[config.mk]
export PLATFORM = sky130hd
export DESIGN_NAME = tick_bcd_timer
export DESIGN_NICKNAME = d
export VERILOG_FILES = /design/src/rtl/tick_bcd_timer.sv
export SDC_FILE = /design/constraint.sdc
export NUM_CORES = 1
export LEC_CHECK = 0
export CORE_MARGIN = 1
export CORE_UTILIZATION = 25
export CTS_CLUSTER_SIZE = 40
export DETAILED_ROUTE_END_ITERATION = 7
export PLACE_DENSITY = 0.42
export SLEW_MARGIN = 10
export SYNTH_ARGS = -nofsm -noshare
export SYNTH_HDL_FRONTEND = slang
export SYNTH_SLANG_ARGS = --single-unit
export TNS_END_PERCENT = 20
[constraint.sdc]
create_clock -name clk_in -period 6.2 [get_ports clk_in]
set_input_delay 1.24 -clock clk_in [delete_from_list [all_inputs] [get_ports clk_in]]
set_output_delay 1.24 -clock clk_in [all_outputs]
set_load 0.01 [all_outputs]
[src/rtl/tick_bcd_timer.sv]
// ============================================================================
// tick_bcd_timer : slow_clk synchroniser, rising-edge tick, MM:SS BCD up/down timer
// Rev 1.0
// ============================================================================
`default_nettype none

module tick_bcd_timer #(
  parameter int MAX_MIN_TENS = 9,
  parameter int SYNC_STAGES  = 2
) (
  input  logic        clk_in,
  input  logic        rst,
  input  logic        slow_clk,
  input  logic        start,
  input  logic        pause,
  input  logic        clear,
  input  logic        load,
  input  logic [15:0] load_val,
  input  logic        count_down,
  output logic [15:0] bcd_out,
  output logic        tick,
  output logic        running,
  output logic        done
);

  typedef enum logic [1:0] {
    IDLE   = 2'd0,
    RUN    = 2'd1,
    PAUSED = 2'd2,
    DONE   = 2'd3
  } state_t;

  localparam logic [3:0]  MAX_MT  = 4'(MAX_MIN_TENS);
  localparam logic [15:0] CEILING = {MAX_MT, 4'd9, 4'd5, 4'd9};

  state_t                 state;
  logic [SYNC_STAGES-1:0] sync_ff;
  logic                   hist;
  logic                   rise;
  logic [15:0]            inc_val;
  logic [15:0]            dec_val;

  function automatic logic [15:0] bcd_sanitise(input logic [15:0] v);
    logic [3:0] mt, mo, st, so;
    mt = (v[15:12] > 4'd9) ? 4'd9 : v[15:12];
    mt = (mt > MAX_MT) ? MAX_MT : mt;
    mo = (v[11:8] > 4'd9) ? 4'd9 : v[11:8];
    st = (v[7:4]  > 4'd5) ? 4'd5 : v[7:4];
    so = (v[3:0]  > 4'd9) ? 4'd9 : v[3:0];
    return {mt, mo, st, so};
  endfunction

  function automatic logic [15:0] bcd_inc(input logic [15:0] v);
    logic [3:0] mt, mo, st, so;
    {mt, mo, st, so} = v;
    if (so != 4'd9) so = so + 4'd1;
    else begin
      so = 4'd0;
      if (st != 4'd5) st = st + 4'd1;
      else begin
        st = 4'd0;
        if (mo != 4'd9) mo = mo + 4'd1;
        else begin
          mo = 4'd0;
          mt = mt + 4'd1;
        end
      end
    end
    return {mt, mo, st, so};
  endfunction

  function automatic logic [15:0] bcd_dec(input logic [15:0] v);
    logic [3:0] mt, mo, st, so;
    {mt, mo, st, so} = v;
    if (so != 4'd0) so = so - 4'd1;
    else begin
      so = 4'd9;
      if (st != 4'd0) st = st - 4'd1;
      else begin
        st = 4'd5;
        if (mo != 4'd0) mo = mo - 4'd1;
        else begin
          mo = 4'd9;
          mt = mt - 4'd1;
        end
      end
    end
    return {mt, mo, st, so};
  endfunction

  assign rise    = sync_ff[SYNC_STAGES-1] & ~hist;
  assign inc_val = bcd_inc(bcd_out);
  assign dec_val = bcd_dec(bcd_out);

  always_ff @(posedge clk_in or posedge rst) begin
    if (rst) begin
      sync_ff <= '0;
      hist    <= 1'b0;
      tick    <= 1'b0;
    end else begin
      sync_ff <= {sync_ff[SYNC_STAGES-2:0], slow_clk};
      hist    <= sync_ff[SYNC_STAGES-1];
      tick    <= rise;
    end
  end

  // Controls that have no effect in the current state fall through to lower priorities.
  always_ff @(posedge clk_in or posedge rst) begin
    if (rst) begin
      state   <= IDLE;
      bcd_out <= 16'h0000;
      running <= 1'b0;
      done    <= 1'b0;
    end else begin
      done <= 1'b0;
      if (clear) begin
        state   <= IDLE;
        bcd_out <= 16'h0000;
        running <= 1'b0;
      end else if (load && state != RUN) begin
        state   <= IDLE;
        bcd_out <= bcd_sanitise(load_val);
        running <= 1'b0;
      end else if (start && (state == IDLE || state == PAUSED)) begin
        if (state == IDLE && count_down && bcd_out == 16'h0000) begin
          state   <= DONE;
          done    <= 1'b1;
          running <= 1'b0;
        end else begin
          state   <= RUN;
          running <= 1'b1;
        end
      end else if (pause && state == RUN) begin
        state   <= PAUSED;
        running <= 1'b0;
      end else if (rise && state == RUN) begin
        // At a limit the value holds; otherwise step and finish if the limit is reached.
        if (count_down) begin
          if (bcd_out == 16'h0000 || dec_val == 16'h0000) begin
            state   <= DONE;
            done    <= 1'b1;
            running <= 1'b0;
          end
          if (bcd_out != 16'h0000) bcd_out <= dec_val;
        end else begin
          if (bcd_out == CEILING || inc_val == CEILING) begin
            state   <= DONE;
            done    <= 1'b1;
            running <= 1'b0;
          end
          if (bcd_out != CEILING) bcd_out <= inc_val;
        end
      end
    end
  end

endmodule

`default_nettype wire

==> qor_table.md <==
| Metric | Value | Unit |
| --- | --- | --- |
| Startpoint types | input port | - |
| RD Place Congestion | 0.8389 | - |
| MaxCap Viol Count | 0 | - |
| Standard-cell rows | 34 | - |
| Sort of element at the end of the critical path | register | - |
| Fraction of registers with async set or reset after synthesis | 1.000 | - |
| Count of filler cells inserted in the layout | 973 | - |
| Synth Flop Type | sky130_fd_sc_hd__dfrtp_1 | - |
| Average wire length per cell after detail routing | 16.60 | um |
| Final hold slack | 0.3593 | ns |
| Family with the most delay on the worst path | simple AND/OR/NAND/NOR gates | - |
| PortBufs | 42 | - |
| Post-route setup TNS | 0 | ns |
| # setup viols final | 0 | - |
| Run status | finished, final reports clean | - |
| Antenna Violating Nets Remaining | 0 | - |
| Cell type contributing the most total cell area after synthesis | sky130_fd_sc_hd__dfrtp_1 | - |
| Crit path arrival time | 3.93 | ns |
| Buffering stage count on the worst path with inverters included | 1 | - |
| Vertical extent of the die | 96.57 | um |
| Pre-CTS worst setup slack | 2.211 | ns |
| Area added between synthesis and finish | 20.37 | % |
| Initial core utilization | 0.2576 | - |
| Number of diodes added for antenna fixing | 0 | - |
| Drc violations | 0 | - |
| Peak VDD IR | 0.09130 | mV |
| Top-Level Pins | 43 | - |
| Worst-case headroom to the max-slew limit | 0.3386 | - |
| Hold-fix buffers, CTS | 0 | - |
| Most frequent cell after synthesis | sky130_fd_sc_hd__dfrtp_1 | - |
| Fraction of layout instances using a drive strength above 1 | 0.08219 | - |
| GRT Util Overall | 0.1523 | - |
| Top cell type's share of synthesized area | 0.2686 | - |
| Global-route congestion overflow total | 0 | - |
| Total iterations of the first detailed-routing run | 6 | - |
| Synth warn | 0 | - |
| Seq/Total Area, Yosys | 0.2686 | - |
| Cell area after synthesis | 2236 | sq um |
| Insertion delay of the later-clocked pin in the worst-skew pair | 0.27 | ns |
| CTS H-Tree Depth | 1 | - |
| Number of different library cells in the post-synthesis netlist | 64 | - |
| Maximum fanout encountered on the critical timing path | 21 | - |
| CTS Root Buffer Type | sky130_fd_sc_hd__clkbuf_8 | - |
| Buffers inserted by post-CTS timing repair | 0 | - |
| Gate count of the mapped netlist | 267 | - |
| Post-Synthesis Mean Instance Area | 8.374 | sq um |
| Fin. Hold Viols | 0 | - |
| DR vias/cell | 5.448 | - |
| Violation count after the first detailed-routing iteration | 109 | - |
| Fin crit share | 0.6075 | - |
| Fin Clk Skew | 0.006517 | ns |
| Count of flip-flops with a built-in enable after synthesis | 0 | - |
| Nets in the synthesized netlist | 295 | - |
| Global-route wire length before repair | 10890 | um |
| Fmax | 265.5 | MHz |
| Setup repair after global routing missed its margin | false | - |
| Critical Path Slowest Stage Cell | sky130_fd_sc_hd__clkdlybuf4s50_1 | - |
| Total Nets Final | 321 | - |
| Area of the core region | 8678 | sq um |
| Horizontal extent of the die | 96.57 | um |
| CP Data Required Time | 6.37 | ns |
| Num Clock Sinks | 24 | - |
| Largest cells by area after synthesis | sky130_fd_sc_hd__dfrtp_1 27%, sky130_fd_sc_hd__nor3_1 4.9%, sky130_fd_sc_hd__a21oi_1 4.3%, sky130_fd_sc_hd__a211oi_1 4.0%, sky130_fd_sc_hd__nor2_1 3.7% | - |
| Initial antenna violation count | 0 | - |
| Most common library cells after synthesis | 24 x sky130_fd_sc_hd__dfrtp_1, 22 x sky130_fd_sc_hd__nor2_1, 22 x sky130_fd_sc_hd__nor3_1 | - |
| R2r setup slk | 3.50 | ns |
| Power per Cell Area | 167.3 | nW/um^2 |
| Total of cells resized after clock tree synthesis | 0 | - |
| Maximum number of buffers from clock root to sink | 2 | - |
| Wirelength, routed | 6641 | um |
| TritonCTS clock tree | done | - |
| Number of global-route vias before repair | 2000 | - |
| Static Leakage | 0.9473 | nW |
| Die Area | 9326 | sq um |
| Min cycle time layout | 3.767 | ns |
| Overall via count from detail_route | 2179 | - |
| Number of buffers inserted during clock tree synthesis | 3 | - |
| Clock slew seen by the registers of the worst setup and hold paths | 0.09 | ns |
| Type of the worst min-delay path | reg2reg | - |
| Least-Margin Pin Slew | 0.9911 | ns |
| Largest incremental delay on the critical path | 1.00 | ns |
| Post-route worst setup slack | 2.433 | ns |
| CP cell instances | clkdlybuf4s50_1, nor4b_2, and2_1, a32oi_2, nand2_2, nand2_1, a311oi_1 | - |
| Category of the critical setup timing path | in2reg | - |
| Largest net degree at the start of global routing | 25 | - |
| Number of pins exceeding their max-slew limit in the final report | 0 | - |
| HPWL reported at the end of detailed placement | 4836 | um |
| Seq cells post-synth | 24 | - |
cell families (layout without fill, tap and decap cells):
group / after synthesis / after routing / share of synthesized area
AND/OR/NAND/NOR: 126 / 126 / 0.3470
AO/OA/AOI/OAI: 71 / 71 / 0.2233
buffers and inverters: 28 / 53 / 0.08114
flip-flops: 24 / 24 / 0.2686
XOR/XNOR: 9 / 9 / 0.03525
multiplexers: 5 / 5 / 0.02238
adder cells (fa/ha/maj): 4 / 4 / 0.02238
path summary, 6_finish.rpt:
| kind | startpoint | end | cells past startpoint |
|---|---|---|---|
| max in group asynchronous | rst | bcd_out[14]$_DFFE_PP0P_ | 2 |
| worst max-delay path | count_down | bcd_out[5]$_DFFE_PP0P_ | 7 |
| worst max register to register | bcd_out[0]$_DFFE_PP0P_ | running$_DFFE_PP0P_ | 6 |
| worst min-delay path | sync_ff[0]$_DFF_PP0_ | sync_ff[1]$_DFF_PP0_ | 0 |
| worst min register to register | sync_ff[0]$_DFF_PP0_ | sync_ff[1]$_DFF_PP0_ | 0 |
| min in group asynchronous | rst | bcd_out[9]$_DFFE_PP0P_ | 2 |
cell usage in the layout (no fill, tap or decap), types with 2 or more instances in the layout:
cell,count
sky130_fd_sc_hd__o211a_1,2
sky130_fd_sc_hd__inv_1,7
sky130_fd_sc_hd__o21ai_0,11
sky130_fd_sc_hd__a211oi_1,12
sky130_fd_sc_hd__or3_1,5
sky130_fd_sc_hd__xnor2_1,4
sky130_fd_sc_hd__a311oi_1,4
sky130_fd_sc_hd__mux2i_1,5
sky130_fd_sc_hd__a2111oi_2,2
sky130_fd_sc_hd__clkdlybuf4s50_1,42
sky130_fd_sc_hd__and4bb_2,2
sky130_fd_sc_hd__and2_1,4
sky130_fd_sc_hd__nand4_1,4
sky130_fd_sc_hd__dfrtp_1,24
sky130_fd_sc_hd__a31oi_1,5
sky130_fd_sc_hd__a21oi_1,19
sky130_fd_sc_hd__nor2_1,22
sky130_fd_sc_hd__nand3b_1,5
sky130_fd_sc_hd__nor4_2,2
sky130_fd_sc_hd__or4_4,2
sky130_fd_sc_hd__o211ai_1,2
sky130_fd_sc_hd__nand3_1,10
sky130_fd_sc_hd__ha_1,4
sky130_fd_sc_hd__nor3b_1,3
sky130_fd_sc_hd__xor2_1,5
sky130_fd_sc_hd__o21ai_1,2
sky130_fd_sc_hd__nand2b_1,4
sky130_fd_sc_hd__nor3_1,22
sky130_fd_sc_hd__clkbuf_8,4
sky130_fd_sc_hd__nor4_1,5
sky130_fd_sc_hd__nand2_1,16
sky130_fd_sc_hd__nor2b_1,3
state kept, by name, indices dropped and copies added, names as in the netlist:
| signal | flops |
|---|---|
| state | 2 |
| done | 1 |
| tick | 1 |
| hist | 1 |
| running | 1 |
| bcd_out | 16 |
| sync_ff | 2 |
where the power goes:
| part | switching [W] | internal, W |
|---|---|---|
| logic | 0.0000746 | 0.0000686 |
| registers | 0.0000292 | 0.000166 |
| clock network | 0.0000547 | 0.0000568 |
| total | 0.000159 | 0.000292 |
per-layer routing:
metal	up-vias	part of all wire	track usage
met5	-	0	0
met4	0	0.0095	0.03431
met3	5	0.048	0.02034
met2	57	0.46	0.2318
met1	1056	0.48	0.2260
li1	1061	-	-
worst reg2reg max path, delay by kind of cell, from the launching register on:
kind,cells,cell delay [ns]
AOI/OAI and AO/OA,2,0.51
muxes,1,0.26
DFF,1,0.59
and+or+nand+nor,3,1.20
through the flow:
step	power, W	instances	utilization	area, sq um
after global placement	0.0003443	396	0.3038	2636
final	0.0004503	400	0.3101	2691
after CTS	0.0004557	400	0.3101	2691
after global routing	0.0004812	400	0.3101	2691
after detailed placement	0.0003417	396	0.3038	2636
after floorplan	0.0002893	267	-	2236
final cells by class:
| cell class | count | area (sq um) | share of cell area |
|---|---|---|---|
| tap | 108 | 135.1 | 0.05021 |
| timing repair buffer | 42 | 420.4 | 0.1562 |
| multi-input combinational | 215 | 1454 | 0.5402 |
| inverter | 7 | 26.28 | 0.009763 |
| clock buffer | 4 | 55.05 | 0.02046 |
| sequential | 24 | 600.6 | 0.2232 |
(Power assumes the default switching activity.)
